===== src/rtl/oflow_similarity_dispatcher.sv =====
// oflow_similarity_dispatcher
// Walks the previous-frame feature table for one current object, launches one
// similarity-metric computation per entry and keeps the minimum-score match.
// Optional build macro: OFLOW_SIM_DISPATCH_TIMEOUT_EN adds a per-entry WAIT
// timeout and a sticky timeout_err output.
module oflow_similarity_dispatcher #(
  parameter int MAX_PREV  = 32,
  parameter int ADDR_LEN  = 5,
  parameter int FEAT_LEN  = 128,
  parameter int SCORE_LEN = 32,
  parameter int ID_LEN    = 8,
  parameter int TIMEOUT   = 64
) (
  input  logic                 clk,
  input  logic                 reset_N,
  input  logic                 start,
  input  logic [ADDR_LEN:0]    num_prev,
  input  logic [SCORE_LEN-1:0] threshold,
  output logic                 rd_en,
  output logic [ADDR_LEN-1:0]  rd_addr,
  input  logic [FEAT_LEN-1:0]  rd_data,
  output logic                 sm_start,
  output logic [FEAT_LEN-1:0]  sm_features_of_prev,
  input  logic                 sm_valid,
  input  logic [SCORE_LEN-1:0] sm_score,
  input  logic [ID_LEN-1:0]    sm_id,
  output logic                 busy,
  output logic                 done,
  output logic [SCORE_LEN-1:0] best_score,
  output logic [ID_LEN-1:0]    best_id,
  output logic                 match_valid
`ifdef OFLOW_SIM_DISPATCH_TIMEOUT_EN
  ,
  output logic                 timeout_err
`endif
);

  typedef enum logic [2:0] {
    S_IDLE, S_READ, S_LOAD, S_ISSUE, S_WAIT, S_CMP, S_FINISH
  } state_t;

  localparam logic [ADDR_LEN:0] ONE_IDX = (ADDR_LEN+1)'(1);

  state_t                 state_q, state_d;
  logic [ADDR_LEN:0]      idx_q, idx_d;
  logic [ADDR_LEN:0]      num_q, num_d;
  logic [SCORE_LEN-1:0]   thr_q, thr_d;
  logic [SCORE_LEN-1:0]   cap_score_q, cap_score_d;
  logic [ID_LEN-1:0]      cap_id_q, cap_id_d;
  logic [FEAT_LEN-1:0]    feat_q, feat_d;
  logic                   rd_en_q, rd_en_d;
  logic [ADDR_LEN-1:0]    rd_addr_q, rd_addr_d;
  logic                   sm_start_q, sm_start_d;
  logic                   busy_q, busy_d;
  logic                   done_q, done_d;
  logic [SCORE_LEN-1:0]   best_score_q, best_score_d;
  logic [ID_LEN-1:0]      best_id_q, best_id_d;
  logic                   match_valid_q, match_valid_d;

`ifdef OFLOW_SIM_DISPATCH_TIMEOUT_EN
  localparam int WCW = $clog2(TIMEOUT + 1);
  logic [WCW-1:0]         wait_cnt_q, wait_cnt_d;
  logic                   timeout_err_q, timeout_err_d;
`else
  localparam int unused_timeout = TIMEOUT;
`endif

  // Next-state and datapath logic; outputs are derived from the next state so
  // they come straight out of flops and line up with the state they describe.
  always_comb begin
    state_d       = state_q;
    idx_d         = idx_q;
    num_d         = num_q;
    thr_d         = thr_q;
    cap_score_d   = cap_score_q;
    cap_id_d      = cap_id_q;
    feat_d        = feat_q;
    rd_addr_d     = rd_addr_q;
    best_score_d  = best_score_q;
    best_id_d     = best_id_q;
    match_valid_d = match_valid_q;
`ifdef OFLOW_SIM_DISPATCH_TIMEOUT_EN
    wait_cnt_d    = wait_cnt_q;
    timeout_err_d = timeout_err_q;
`endif

    case (state_q)
      S_IDLE: begin
        if (start) begin
          num_d         = num_prev;
          thr_d         = threshold;
          idx_d         = '0;
          best_score_d  = '1;
          best_id_d     = '1;
          match_valid_d = 1'b0;
`ifdef OFLOW_SIM_DISPATCH_TIMEOUT_EN
          timeout_err_d = 1'b0;
`endif
          state_d = (num_prev != '0) ? S_READ : S_FINISH;
        end
      end
      S_READ:  state_d = S_LOAD;
      S_LOAD: begin
        feat_d  = rd_data;
        state_d = S_ISSUE;
      end
      S_ISSUE: begin
        // Any sm_valid seen here belongs to nothing we launched; ignore it.
`ifdef OFLOW_SIM_DISPATCH_TIMEOUT_EN
        wait_cnt_d = '0;
`endif
        state_d = S_WAIT;
      end
      S_WAIT: begin
        if (sm_valid) begin
          cap_score_d = sm_score;
          cap_id_d    = sm_id;
          state_d     = S_CMP;
        end
`ifdef OFLOW_SIM_DISPATCH_TIMEOUT_EN
        else if (wait_cnt_q == WCW'(TIMEOUT - 1)) begin
          // An all-ones score can never be strictly below best, so the
          // skipped entry cannot win.
          cap_score_d   = '1;
          timeout_err_d = 1'b1;
          state_d       = S_CMP;
        end else begin
          wait_cnt_d = wait_cnt_q + WCW'(1);
        end
`endif
      end
      S_CMP: begin
        // Strict compare: ties keep the earlier entry.
        if (cap_score_q < best_score_q) begin
          best_score_d = cap_score_q;
          best_id_d    = cap_id_q;
        end
        if (idx_q == num_q - ONE_IDX) begin
          state_d = S_FINISH;
        end else begin
          idx_d   = idx_q + ONE_IDX;
          state_d = S_READ;
        end
      end
      S_FINISH: state_d = S_IDLE;
      default:  state_d = S_IDLE;
    endcase

    rd_en_d    = (state_d == S_READ);
    sm_start_d = (state_d == S_ISSUE);
    done_d     = (state_d == S_FINISH);
    busy_d     = (state_d != S_IDLE) && (state_d != S_FINISH);
    if (state_d == S_READ) begin
      rd_addr_d = idx_d[ADDR_LEN-1:0];
    end
    if (state_d == S_FINISH) begin
      match_valid_d = (best_score_d <= thr_d) && (num_d != '0);
    end
  end

  // State and output registers with asynchronous active-low reset.
  always_ff @(posedge clk or negedge reset_N) begin
    if (!reset_N) begin
      state_q       <= S_IDLE;
      idx_q         <= '0;
      num_q         <= '0;
      thr_q         <= '0;
      cap_score_q   <= '0;
      cap_id_q      <= '0;
      feat_q        <= '0;
      rd_en_q       <= 1'b0;
      rd_addr_q     <= '0;
      sm_start_q    <= 1'b0;
      busy_q        <= 1'b0;
      done_q        <= 1'b0;
      best_score_q  <= '1;
      best_id_q     <= '1;
      match_valid_q <= 1'b0;
`ifdef OFLOW_SIM_DISPATCH_TIMEOUT_EN
      wait_cnt_q    <= '0;
      timeout_err_q <= 1'b0;
`endif
    end else begin
      state_q       <= state_d;
      idx_q         <= idx_d;
      num_q         <= num_d;
      thr_q         <= thr_d;
      cap_score_q   <= cap_score_d;
      cap_id_q      <= cap_id_d;
      feat_q        <= feat_d;
      rd_en_q       <= rd_en_d;
      rd_addr_q     <= rd_addr_d;
      sm_start_q    <= sm_start_d;
      busy_q        <= busy_d;
      done_q        <= done_d;
      best_score_q  <= best_score_d;
      best_id_q     <= best_id_d;
      match_valid_q <= match_valid_d;
`ifdef OFLOW_SIM_DISPATCH_TIMEOUT_EN
      wait_cnt_q    <= wait_cnt_d;
      timeout_err_q <= timeout_err_d;
`endif
    end
  end

  assign rd_en               = rd_en_q;
  assign rd_addr             = rd_addr_q;
  assign sm_start            = sm_start_q;
  assign sm_features_of_prev = feat_q;
  assign busy                = busy_q;
  assign done                = done_q;
  assign best_score          = best_score_q;
  assign best_id             = best_id_q;
  assign match_valid         = match_valid_q;
`ifdef OFLOW_SIM_DISPATCH_TIMEOUT_EN
  assign timeout_err         = timeout_err_q;
`endif

endmodule


===== config.mk =====
export PLATFORM = sky130hd
export DESIGN_NAME = oflow_similarity_dispatcher
export DESIGN_NICKNAME = d
export VERILOG_FILES = /design/src/rtl/oflow_similarity_dispatcher.sv
export SDC_FILE = /design/constraint.sdc
export NUM_CORES = 1
export LEC_CHECK = 0
export BUFFER_PORTS_ARGS = -buffer_cell sky130_fd_sc_hd__clkbuf_2
export CORE_ASPECT_RATIO = 1.1
export CORE_MARGIN = 2
export CORE_UTILIZATION = 45
export CTS_CLUSTER_DIAMETER = 200
export DETAILED_ROUTE_END_ITERATION = 6
export PLACE_DENSITY_LB_ADDON = 0.2
export RECOVER_POWER = 100
export SKIP_LAST_GASP = 1
export SLEW_MARGIN = 20
export SYNTH_ARGS = -nofsm -noshare
export SYNTH_HDL_FRONTEND = slang
export SYNTH_SLANG_ARGS = --single-unit

===== constraint.sdc =====
create_clock -name clk -period 4.1 [get_ports clk]
set_input_delay 0.41 -clock clk [delete_from_list [all_inputs] [get_ports clk]]
set_output_delay 0.41 -clock clk [all_outputs]
set_load 0.005 [all_outputs]

* After elaboration in Yosys (flattened, before gate mapping)
Index checks and enable logic that the tools add are counted.
** Operators by class
- Equality and inequality tests :: 13
- Multiplexer cells :: 21
- Magnitude comparators :: 2
- Reductions and logical operators :: 13
- Add/sub/neg operators :: 2
** Operators by type and width (number)
- 2-to-1 mux 32 bit :: 4
- one-hot mux 32 bit (2 select lines) :: 1
- less-or-equal comparator 32 bit :: 1
- < comparator 32 bit :: 1
- 2-to-1 mux 6 bit :: 4
- one-hot mux 3 bit (6 select lines) :: 1
- 2-to-1 mux 8 bit :: 2
- one-hot mux 8 bit (2 select lines) :: 1
- 2-to-1 mux 3 bit :: 4
- one-hot mux 6 bit (2 select lines) :: 1
- nonzero test 6 bit :: 2
- equality test 3 x 2 -> 1 bit, second input constant :: 3
- equality test 3 bit, second input constant :: 3
- adder 6 x 1 -> 6 bit, second input constant :: 1
- equality test 3 x 1 -> 1 bit, second input constant :: 2
- equality test 6 bit :: 1
- inequality test 2 bit, second input constant :: 3
- AND reduction 3 bit :: 2
- nonzero test 2 bit :: 3
- subtractor 6 x 1 -> 6 bit, second input constant :: 1
- AND reduction 2 bit :: 2
- logical NOT 3 bit :: 1
- 2-to-1 mux 1 bit :: 3
- inequality test 3 bit, second input constant :: 1
- 2 further kinds :: 3
** Storage, ports and cells
- Bits in registers :: 265
- Output and inout port bits :: 178
- Logic and storage cells :: 67
- Bits of input ports :: 210

* Logic depth before layout (Yosys ltp)
- Depth in word-level cells :: 7
- Depth in mapped cells :: 16
- Mapped depth without buffers :: 15

* Worst setup path before layout
Ideal clock, no wire load.
- Kind :: reg-to-reg
- From :: register best_score_q[31], in the netlist best_score[31]
- To :: register match_valid_q, in the netlist match_valid
- Required time :: 4.017 ns
- Arrival time :: 3.398 ns
- Setup slack :: 0.619 ns
- Stages on the path, launching flop included :: 16
- Library setup time :: 0.083 ns
- Clock period less this slack :: 3.481 ns
- Path buffers :: 1
- Cell sequence :: dfstp_2 > inv_1 > ha_1 > nand4_1 > nor4_1 > nand2_1 > o211ai_2 > buf_2 > mux2i_1 > ha_1 > a211oi_1 > o21bai_1 > a22o_1 > o311ai_0 > o211ai_1 > o21ai_0
** On the way
- Cells in the longest elaborated chain, start to end :: 6
- Elaborated cells on any way between the ends :: 7
- Classes of those cells :: order compare: 2; mux: 4; reduce/logical: 1
** RTL lines
- start, declared :: RTL line 56 : logic [SCORE_LEN-1:0] best_score_q, best_score_d;
- start signal, assigned :: RTL line 196 : best_score_q <= best_score_d;
- < comparator 32 bit :: RTL line 134 : if (cap_score_q < best_score_q) begin
- 2-to-1 mux 32 bit :: RTL line 134
- one-hot mux 32 bit (2 select lines) :: RTL line 87 : case (state_q)
- net best_score_d[21] :: RTL line 56
- less-or-equal comparator 32 bit :: RTL line 157 : match_valid_d = (best_score_d <= thr_d) && (num_d != '0);
- logical AND 1 bit :: RTL line 157
- 2-to-1 mux 1 bit :: RTL line 156 : if (state_d == S_FINISH) begin
- end signal, assigned :: RTL line 198 : match_valid_q <= match_valid_d;
- end, declared :: RTL line 58 : logic match_valid_q, match_valid_d;
The timed path passes the listed nets, and every way through them passes these cells.
A chain may end at the register's enable or synchronous reset.

* Worst setup path in the final report
- From :: register best_score_q[29], in the netlist best_score[29]
- To :: register match_valid_q, in the netlist match_valid
The elaborated chain is that of the path after synthesis.

==> flow_metrics.py <==
metrics = {
    "critical_path": {
        "endpoint": "match_valid",
        "arrival_ns": 4.19,
        "slowest_delay_ns": 0.56,
        "worstPathRequired_ns": 4.53,
        "r2r-start": "best_score[29]",
        "reg2reg_depth": 16,
        "criticalPathCategory": "reg -> reg",
        "ff2ff_setup_slack_ns": 0.34,
        "critical_path.cell_chain": "inv_1 > ha_1 > a21o_1 > a21o_1 > a211oi_2 > o211a_1 > o211ai_4 > buf_12 > mux2i_1 > ha_1 > nand4_1 > nor4_2 > a21boi_0 > o31ai_1 > o211ai_1 > o21ai_0",
        "crit_path_end_kind": "flop",
        "slowest_stage": "dfstp_1",
        "r2r-end": "match_valid",
        "start_kind": "flop",
        "cp-startpoint": "best_score[29]",
        "cp_max_fo": 19,
    },
    "routing": {
        "routed_wl_mm": 31.5,
        "vias_per_cell": 4.97,
        "ant_nets": 0,
        "post_drt_wl_per_cell_um": 17.9,
        "initialDrtViolationCount": 366,
        "drt-pass1-iter-count": 4,
        "drcViolationCount": 0,
        "via_count": 8760,
    },
    "synthesis": {
        "yosys.cell_types.count": 53,
        "syn_area_per_cell_um2": 12.1,
        "yosys.area.top_type": "dfrtp_1",
        "yosysWarnings": 0,
        "synth_edf_count": 0,
        "syn_nets": 1259,
        "synth-async-reset-ratio": 1.00,
        "synth-seq-area-share": 0.560,
        "yosys.area.top_type_share": 0.472,
        "synth_cells": 984,
        "dominantRegCellSynth": "dfrtp_1",
        "synth-seq-cells": 265,
        "syn_area_mm2": 0.0119,
        "synth_area_leaders": "dfrtp_1 (47%), mux2_2 (13%), dfstp_2 (8.8%)",
    },
    "global_routing": {
        "antenna_found_initial": 3,
        "grt_pass1_vias": 9347,
        "grtUsageTotal": 0.225,
        "top_usage_layer": "met2",
        "grt_util_met2": 0.386,
        "grt_pass1_wl_mm": 49.8,
        "met3_usage": 0.0646,
        "grt-ovfl-total": 0,
        "grt_max_degree": 92,
        "grt.met1_usage": 0.268,
    },
    "final_layout": {
        "layout_commonest_cell": "clkbuf_2",
        "final_nets": 1659,
        "mostFrequentLayoutCells": "clkbuf_2 (274), dfrtp_1 (225), mux2_2 (135), clkbuf_1 (135), inv_1 (105)",
        "utilization": 0.578,
        "layout-drive-gt1-share": 0.348,
        "area_growth_pct": 26.4,
    },
    "power": {
        "power_mw": 12.3,
        "sw_frac_of_total": 0.358,
        "intPower_mw": 7.90,
        "p_switching_mw": 4.41,
        "power.leakage_nw": 7.66,
        "pwr-share-seq": 0.384,
        "comb_power_share": 0.410,
        "clkPwrFrac": 0.206,
        "peakVddDrop_mv": 0.553,
        "power_density_mw_per_mm2": 817,
    },
    "sta": {
        "min_period_ns": 3.76,
        "setup_violations": 0,
        "finalCritPeriodShare": 0.917,
        "hold_viol_final": 0,
        "worst_pin_slew_ns": 2.38,
        "drv_slew": 150,
        "finClkSkew_ns": 0.0177,
        "max-slew-margin-rel": -0.586,
        "max_freq_mhz": 266,
    },
    "die": {
        "die_y_um": 175,
        "ioPinCount": 388,
        "core_mm2": 0.0261,
        "die_w_um": 159,
        "start_util": 0.458,
        "fp-row-count": 62,
        "dieArea_mm2": 0.0278,
    },
    "place": {
        "post-dp-hpwl_mm": 24.0,
        "portBuffers": 387,
        "routabilityCongestion": 0.793,
    },
    "cts": {
        "cts_tree": "built",
        "cts_buffers": 30,
        "cts_max_level": 1,
        "cts_root_buffer": "clkbuf_16",
        "clk_latency_ns": 0.55,
        "cts_max_path_buffers": 3,
        "post_cts_buffers": 0,
        "clk_pin_slew_ns": 0.06,
        "cts.sinks": 265,
    },
    "worst_hold_path": {
        "hold_start": "sm_score[23]",
        "hp-class": "in -> reg",
    },
    "run_status": {
        "status": "finished, violations left",
        "failed_checks": "max-capacitance violations, max-slew violations",
    },
    "flow_run": {
        "max_cap_viol_count": 2,
    },
}
## worst max-delay path, delay by kind of cell, from the launching register on
kind                     cells  cell delay (ns)
flip-flops                   1             0.56
AND/OR/NAND/NOR              2             0.56
multiplexers                 1             0.15
buffers and inverters        2             0.24
adder cells (fa/ha/maj)      2             0.63
AO/OA/AOI/OAI                9             1.50
## flip-flops by register name, summed over array words and instances, names as in the netlist
register,count
rd_addr,5
num_q,6
cap_score_q,32
thr_q,32
best_score,32
match_valid,1
busy,1
best_id,8
state_q,3
sm_start,1
rd_en,1
cap_id_q,8
idx_q,6
done,1
sm_features_of_prev,128
## Yosys cell counts (2+ instances only)
master	count
dfrtp_1	225
mux2_2	135
inv_1	105
nand2_1	75
mux2i_1	74
ha_1	65
o21ai_0	55
nor2_1	54
dfstp_2	40
buf_2	22
a21oi_1	20
clkbuf_1	15
nand4_1	14
a21o_1	7
nand3_1	6
xor2_1	6
nand2b_1	5
a211oi_1	4
a22o_1	4
o211ai_1	4
a31oi_1	3
nand3b_1	3
nor3_1	3
nor4_1	3
o21bai_1	3
xnor2_1	3
a21boi_0	2
and3_1	2
o21a_1	2
or2_2	2
## cell type report
type	count	area [µm²]
timing repair buffer	407	1940
fill	2316	11000
tap	352	440
sequential	265	6680
clock buffer	46	852
inverter	105	394
antenna	2	5.00
multi-input combinational	575	4680
clock inverter	10	78.8
## kinds of logic (layout without fill, tap and decap cells)
kind of cell	after synthesis	count (layout)	synth area share
flops	265	265	0.560
mux	209	209	0.190
simple gates	177	177	0.0674
buf+inv	144	568	0.0479
compound gates	115	115	0.0600
fa+ha+maj	65	65	0.0682
xor+xnor	9	9	0.00661
other cells	0	2	0
## what timing repair did
action / in CTS / in global routing
endpoints found under the hold margin: 74 / 0
endpoints found under the setup margin: 0 / 1
hold buffers: 1 / 0
gates resized for setup: 0 / 5
## metal layers
layer | part of all wire | wire [µm] | vias up
met5 | 0.00022 | 7 | -
met4 | 0.038 | 1190 | 2
met3 | 0.080 | 2510 | 71
met2 | 0.50 | 15700 | 289
met1 | 0.38 | 12100 | 4238
li1 | - | - | 4160
## worst min path at each step
stage,to,slack [ns],cells after the start
final,cap_score_q[23],0.07,3
after global routing,cap_score_q[23],0.06,3
after CTS,cap_score_q[18],0.05,3
after detailed placement,best_id[2],0.47,2
after global placement,best_id[3],0.46,2
after floorplan,busy,0.11,0
## per-stage QoR
step | hold WS, ns | cells | area (µm²) | setup TNS (ns) | setup slack, ns
after global placement | 0.457 | 1703 | 14400 | 0 | 0.207
final | 0.0654 | 1762 | 15100 | 0 | 0.340
after CTS | 0.0490 | 1760 | 15300 | 0 | 0.134
after detailed placement | 0.469 | 1703 | 14400 | 0 | 0.155
after global routing | 0.0638 | 1762 | 15100 | -0.00757 | -0.00757
after floorplan | 0.114 | 984 | 11900 | 0 | 0.619
## power groups by stage
stage	logic [mW]	clock network [mW]	registers [mW]
final	5.05	2.54	4.73
after global placement	5.19	0	4.76
after detailed placement	5.29	0	4.81
after floorplan	3.18	0	4.73
after CTS	5.32	2.60	4.78
after global routing	5.70	2.71	4.90
No activity file was read; power rests on OpenSTA's default activity.
